==> config.mk <==
export PLATFORM = sky130hd
export DESIGN_NAME = mem_arbiter
export DESIGN_NICKNAME = d
export VERILOG_FILES = /design/src/rtl/mem_arbiter.sv
export SDC_FILE = /design/constraint.sdc
export NUM_CORES = 1
export LEC_CHECK = 0
export CORE_AREA = 10 10 96 98
export DETAILED_ROUTE_END_ITERATION = 8
export DIE_AREA = 0 0 106 108
export HOLD_SLACK_MARGIN = 0.1
export PLACE_DENSITY_LB_ADDON = 0.1
export RECOVER_POWER = 100
export SLEW_MARGIN = 20
export SYNTH_ARGS = -nofsm -noshare
export SYNTH_HDL_FRONTEND = slang
export SYNTH_SLANG_ARGS = --single-unit
==> constraint.sdc <==
create_clock -name CLK -period 4.33 [get_ports CLK]
set_input_delay 0.6495 -clock CLK [delete_from_list [all_inputs] [get_ports CLK]]
set_output_delay 0.6495 -clock CLK [all_outputs]
set_load 0.1 [all_outputs]
==> src/rtl/mem_arbiter.sv <==
// Arbitrates icache fetches and dcache accesses onto one RAM port.
// Data wins ties; a streak counter bounds how long fetches can starve.
module mem_arbiter #(
  parameter int IMAX = 4
) (
  input  logic        CLK,
  input  logic        nRST,
  input  logic        iREN,
  input  logic [31:0] iaddr,
  output logic        iwait,
  output logic [31:0] iload,
  input  logic        dREN,
  input  logic        dWEN,
  input  logic [31:0] daddr,
  input  logic [31:0] dstore,
  output logic        dwait,
  output logic [31:0] dload,
  output logic        ramREN,
  output logic        ramWEN,
  output logic [31:0] ramaddr,
  output logic [31:0] ramstore,
  input  logic [31:0] ramload,
  input  logic [1:0]  ramstate,
  output logic        memerr
);

  localparam int SW = $clog2(IMAX + 1);
  localparam logic [SW-1:0] SMAX = SW'(IMAX);
  localparam logic [1:0] ACCESS = 2'd2;
  localparam logic [1:0] ERROR  = 2'd3;

  typedef enum logic [1:0] {
    IDLE,
    IGRANT,
    DGRANT
  } state_t;

  state_t        state, nxt;
  logic [SW-1:0] streak, streak_n;
  logic          memerr_n;
  logic          dreq;

  assign dreq = dREN | dWEN;

  always_ff @(posedge CLK or negedge nRST) begin
    if (!nRST) begin
      state  <= IDLE;
      streak <= '0;
      memerr <= 1'b0;
    end else begin
      state  <= nxt;
      streak <= streak_n;
      memerr <= memerr_n;
    end
  end

  always_comb begin
    nxt      = state;
    streak_n = streak;
    memerr_n = memerr;
    iwait    = 1'b1;
    dwait    = 1'b1;
    iload    = '0;
    dload    = '0;
    ramREN   = 1'b0;
    ramWEN   = 1'b0;
    ramaddr  = '0;
    ramstore = '0;
    unique case (state)
      IDLE: begin
        if (!iREN) streak_n = '0;
        if (dreq && !(iREN && streak == SMAX))
          nxt = DGRANT;
        else if (iREN)
          nxt = IGRANT;
      end
      IGRANT: begin
        // a dropped request aborts with no RAM traffic this cycle
        if (!iREN) begin
          nxt = IDLE;
        end else begin
          ramREN  = 1'b1;
          ramaddr = iaddr;
          if (ramstate == ERROR) memerr_n = 1'b1;
          if (ramstate == ACCESS) begin
            iwait    = 1'b0;
            iload    = ramload;
            streak_n = '0;
            nxt      = IDLE;
          end
        end
      end
      DGRANT: begin
        if (!dreq) begin
          nxt = IDLE;
        end else begin
          ramREN   = dREN;
          ramWEN   = dWEN;
          ramaddr  = daddr;
          ramstore = dstore;
          if (ramstate == ERROR) memerr_n = 1'b1;
          if (ramstate == ACCESS) begin
            dwait = 1'b0;
            dload = ramload;
            if (iREN && streak != SMAX)
              streak_n = streak + SW'(1);
            nxt = IDLE;
          end
        end
      end
      default: nxt = IDLE;
    endcase
  end

endmodule

==> results of run 1 <==
## final cells by class
type | count | area, µm²
sequential | 6 | 150
inverter | 7 | 26.3
clock buffer | 3 | 41.3
tap | 102 | 128
timing repair buffer | 272 | 2620
multi-input combinational | 202 | 1360
fill | 713 | 3130
## metal layers
metal  up-vias  part of all wire  track usage
li1       1324                 -            -
met4         0            0.0049       0.0251
met1      1215              0.39        0.220
met3         4             0.056       0.0476
met5         -                 0            0
met2        99              0.55        0.391
## path summary, 6_finish.rpt
path / from / end / slack [ns] / cells past startpoint
worst min register to register: memerr$_DFFE_PN0P_ / memerr$_DFFE_PN0P_ / 0.46 / 1
max in group asynchronous: nRST / memerr$_DFFE_PN0P_ / 3.36 / 1
worst max register to register: state[0]$_DFFE_PN0P_ / streak[2]$_DFFE_PN0P_ / 2.43 / 6
worst max-delay path: ramstate[1] / iload[30] / 0.62 / 5
min in group asynchronous: nRST / streak[2]$_DFFE_PN0P_ / 0.75 / 1
worst min-delay path: memerr$_DFFE_PN0P_ / memerr$_DFFE_PN0P_ / 0.46 / 1
## synthesized netlist by cell type
library cell | count | area share
and2_1 | 67 | 0.25
nor2b_1 | 35 | 0.13
a22oi_1 | 32 | 0.14
and3_1 | 32 | 0.12
buf_4 | 7 | 0.031
inv_1 | 7 | 0.016
buf_2 | 6 | 0.018
clkbuf_1 | 6 | 0.013
dfrtp_1 | 6 | 0.090
ha_1 | 6 | 0.045
nand2_1 | 6 | 0.013
clkbuf_2 | 5 | 0.015
mux2i_1 | 3 | 0.018
a21boi_0 | 2 | 0.0090
a21oi_1 | 2 | 0.0060
o22ai_1 | 2 | 0.0075
a211oi_1 | 1 | 0.0045
a21oi_2 | 1 | 0.0052
a31o_2 | 1 | 0.0052
a31oi_1 | 1 | 0.0037
a41o_1 | 1 | 0.0060
and2b_1 | 1 | 0.0045
buf_6 | 1 | 0.0067
nor2_1 | 1 | 0.0022
nor2_2 | 1 | 0.0037
nor3_1 | 1 | 0.0030
nor3b_2 | 1 | 0.0075
o21ai_1 | 1 | 0.0030
o21ai_2 | 1 | 0.0052
or2_2 | 1 | 0.0037
or3b_1 | 1 | 0.0052
xor2_1 | 1 | 0.0052
## cell families (layout without fill, tap and decap cells)
family                   Yosys count  after routing  share of synthesized area
AO/OA/AOI/OAI                     45             45                      0.199
XOR/XNOR                           1              1                    0.00523
adder cells (fa/ha/maj)            6              6                     0.0448
buffers and inverters             32            282                      0.100
flip-flops                         6              6                     0.0896
multiplexers                       3              3                     0.0179
AND/OR/NAND/NOR                  147            147                      0.544
## power breakdown
group | switching [W] | internal, W
combinational | 0.00180 | 0.000587
sequential | 0.0000114 | 0.0000730
clock | 0.0000242 | 0.0000597
total | 0.00183 | 0.000720
## critical path, stage by stage
cell and delay (ns):
dlygate4sd3_1 0.54, nor2b_1 0.16, clkbuf_1 0.92, and3_1 0.30
clkbuf_2 0.48
## sequential cells by signal, summed over array words and instances (netlist names)
name and cells:
state 2, streak 3, memerr 1
## metrics by stage
stage | setup WS [ns] | std cells | hold WS, ns | util
6_report | 0.622 | 592 | 0.455 | 0.580
5_1_grt | 0.431 | 592 | 0.497 | 0.580
4_1_cts | 0.919 | 592 | 0.462 | 0.659
3_5_place_dp | 0.914 | 589 | 0.454 | 0.653
3_3_place_gp | 0.999 | 589 | 0.452 | 0.653
2_1_floorplan | 0.682 | 240 | 0.354 | -
==> impl_metrics.tcl, run 1 <==
set metrics [dict create \
    tritoncts "done" \
    rsz0062_at_grt "false" \
    cp-start-kind "primary input" \
    cts_root_buffer "clkbuf_8" \
    ir_worst_vdd_v 0.000403 \
    drc 0 \
    place_hpwl_mm 11.4 \
    fin_tns_setup_ns 0 \
    grt_pass1_wl_mm 17.8 \
    drt_iter0_drc 118 \
    synthToLayoutAreaGrowth_pct 158 \
    powerDensity_nw_per_um2 591 \
    synth_seq_area_share 0.0896 \
    syn-mean-instance-area_um2 6.98 \
    cts_buffers 3 \
    overflow 0 \
    critical_path_class "in -> out" \
    drive_gt1_frac 0.282 \
    period_share 0.856 \
    cts.clk_slew.worst_paths_ns 0.04 \
    min_period_ns 3.71 \
    cts_sinks 6 \
    leakagePower_nw 1.97 \
    cts.repair.resized 0 \
    fp.coreArea_um2 7450 \
    dr.pass1.iters 4 \
    nets 633 \
    vias_per_cell 4.46 \
    outcome "complete, no violations" \
    skew_ns 0.00145 \
    vias 2642 \
    die_w_um 106 \
    final_cell_mix "clkdlybuf4s50_1, clkbuf_2, buf_4, nor2b_1" \
    cts_setup_buffers 0 \
    final-hold-violation-count 0 \
    htreeDepth 1 \
    slew_headroom 0.178 \
    final_common_cell "clkdlybuf4s50_1" \
    die_y_um 108 \
    clkLatencyLatePin_ns 0.22 \
    place_area_um2 4860 \
    gp_congestion 0.823 \
    required_ns 3.68 \
    grt_pass1_vias 2615 \
    ys_types 32 \
    ys_ff_latch 6 \
    crit_path_end_kind "output port" \
    cts_buffer_depth 2 \
    final_cell_area_um2 4320 \
    rows 32 \
    fmax_ghz 0.270 \
    portBuffers 267 \
    totalPowerFinal_w 0.00255 \
    slew_violations 0 \
    antenna_cells 0 \
    pin_count 268 \
    syn_area_um2 1680 \
    antenna_found_initial 0 \
    crit_fanout 35 \
    drt-total-wl_mm 13.1 \
    grt.total_usage 0.201 \
    setup_violations 0 \
    tightest_slew_ns 1.24 \
    syn_inst 240 \
    drv_cap 0 \
    arrival_ns 3.06 \
    dieArea_um2 11400 \
    avgRoutedWirePerCell_um 22.1 \
    grt_max_degree 47 \
    yosysWarnings 0 \
    cts_hold_buf 0 \
    synth_nets 381 \
    hold_path_class "reg -> reg" \
    initial_core_util 0.225 \
    drtAntennaViolNets 0 \
]
Note: power is estimated with default switching activity, not from simulation.
==> run 2, diff against run 1 <==
CORE_AREA = 2 2 104 106   (was 10 10 96 98)
RECOVER_POWER = 50   (was 100)
==> impl_metrics.tcl, run 2 (synthesis results as in run 1) <==
set metrics [dict create \
    vias 2677 \
    final-hold-violation-count 0 \
    dieArea_um2 11400 \
    preCtsSetupSlack_ns 1.11 \
    largestRegisters "streak x3, state x2, memerr x1" \
    nets 632 \
    leakagePower_nw 2.04 \
    tritoncts "done" \
    die_w_um 106 \
    final_common_cell "clkdlybuf4s50_1" \
    final_cell_mix "clkdlybuf4s50_1, and2_1, buf_4, buf_12, nor2b_1" \
    drive_gt1_frac 0.288 \
    tightest_slew_ns 1.24 \
    cp_slowest_cell "clkbuf_1" \
    initial_core_util 0.164 \
    cts.clk_slew.worst_paths_ns 0.04 \
    place_hpwl_mm 9.00 \
    slew_violations 0 \
    crit_path_end_kind "output port" \
    cts_buffer_depth 2 \
    grt_max_degree 66 \
    cp-start-kind "primary input" \
    cts.repair.resized 0 \
    overflow 0 \
    antenna_cells 0 \
    fp.coreArea_um2 10200 \
    drt-total-wl_mm 10.9 \
    outcome "complete, no violations" \
    critical_path_class "in -> out" \
    htreeDepth 1 \
    skew_ns 0.00470 \
    min_period_ns 3.72 \
    drv_cap 0 \
    cts_setup_buffers 0 \
    grt.total_usage 0.171 \
    setup_slack_ns 0.613 \
    antenna_found_initial 0 \
    path_buf_inv 3 \
    arrival_ns 3.07 \
    slew_headroom 0.172 \
    grt_pass1_wl_mm 15.4 \
    dr.pass1.iters 4 \
    required_ns 3.68 \
    period_share 0.858 \
    rsz0062_at_grt "false" \
    pin_count 268 \
    ir_worst_vdd_v 0.000319 \
    drt_iter0_drc 92 \
    largest_reg_flops 3 \
    clkLatencyLatePin_ns 0.22 \
    portBuffers 267 \
    cts_root_buffer "clkbuf_8" \
    fin_tns_setup_ns 0 \
    rows 37 \
    die_y_um 108 \
    fmax_ghz 0.269 \
    setup_violations 0 \
    path_cells "dlygate4sd3_1 > nor2b_1 > clkbuf_1 > and3_1 > clkbuf_2" \
    powerDensity_nw_per_um2 577 \
    grt_pass1_vias 2567 \
    cts_hold_buf 0 \
    gp_congestion 0.819 \
    vias_per_cell 4.28 \
    crit_fanout 35 \
    drtAntennaViolNets 0 \
    cts_sinks 6 \
    critPathMaxStageDelay_ns 0.93 \
    cts_buffers 3 \
    drc 0 \
    largest_register "streak" \
    cpLargestDelayFamily "buffers and inverters" \
    avgRoutedWirePerCell_um 17.5 \
    hold_path_class "reg -> reg" \
    synthToLayoutAreaGrowth_pct 168 \
]
==> run 2: layer usage <==
metal | part of all wire | global-route usage | vias to the layer above
met4 | 0.011 | 0.0254 | 0
met2 | 0.52 | 0.323 | 111
li1 | - | - | 1323
met5 | 0 | 0 | -
met3 | 0.071 | 0.0428 | 10
met1 | 0.40 | 0.200 | 1233
==> run 2: per-stage QoR <==
| step | cells | util | hold WS [ns] | instance area [µm²] | total power [W] |
|---|---|---|---|---|---|
| finish | 625 | 0.439 | 0.459 | 4490 | 0.00259 |
| global route | 625 | 0.439 | 0.481 | 4490 | 0.00271 |
| CTS | 625 | 0.485 | 0.475 | 4960 | 0.00266 |
| detailed placement | 622 | 0.481 | 0.467 | 4920 | 0.00257 |
| global placement | 622 | 0.481 | 0.456 | 4920 | 0.00255 |
| floorplan | 240 | - | 0.354 | 1680 | 0.00196 |
==> run 2: path summary, 6_finish.rpt <==
check                                     start               endpoint  slack (ns)  depth (start not counted)
max in group asynchronous                  nRST   state[0]$_DFFE_PN0P_        3.34                          1
min in group asynchronous                  nRST  streak[1]$_DFFE_PN0P_        0.75                          1
hold reg to reg              memerr$_DFFE_PN0P_     memerr$_DFFE_PN0P_        0.46                          1
setup / recovery                    ramstate[1]              iload[24]        0.61                          5
hold / removal               memerr$_DFFE_PN0P_     memerr$_DFFE_PN0P_        0.46                          1
setup reg to reg           state[0]$_DFFE_PN0P_  streak[1]$_DFFE_PN0P_        2.40                          6
==> run 2: where the power goes <==
part	internal (W)	switching, W
registers	0.0000730	0.0000121
logic	0.000644	0.00178
clock network	0.0000597	0.0000239
total	0.000776	0.00181
==> run 2: cell type report <==
cell class	count	area, µm²
Multi-Input combinational cell	202	1360
Clock buffer	3	41.3
Tap cell	136	170
Timing Repair Buffer	271	2750
Sequential cell	6	150
Fill cell	1015	5740
Inverter	7	26.3
==> run 2: worst reg2reg max path: stages (launching register included) <==
cell and delay (ns):
dfrtp_1 0.37, inv_1 0.09, ha_1 0.34, nor2_1 0.14
o21ai_0 0.08, nor3b_1 0.57, mux2i_1 0.26
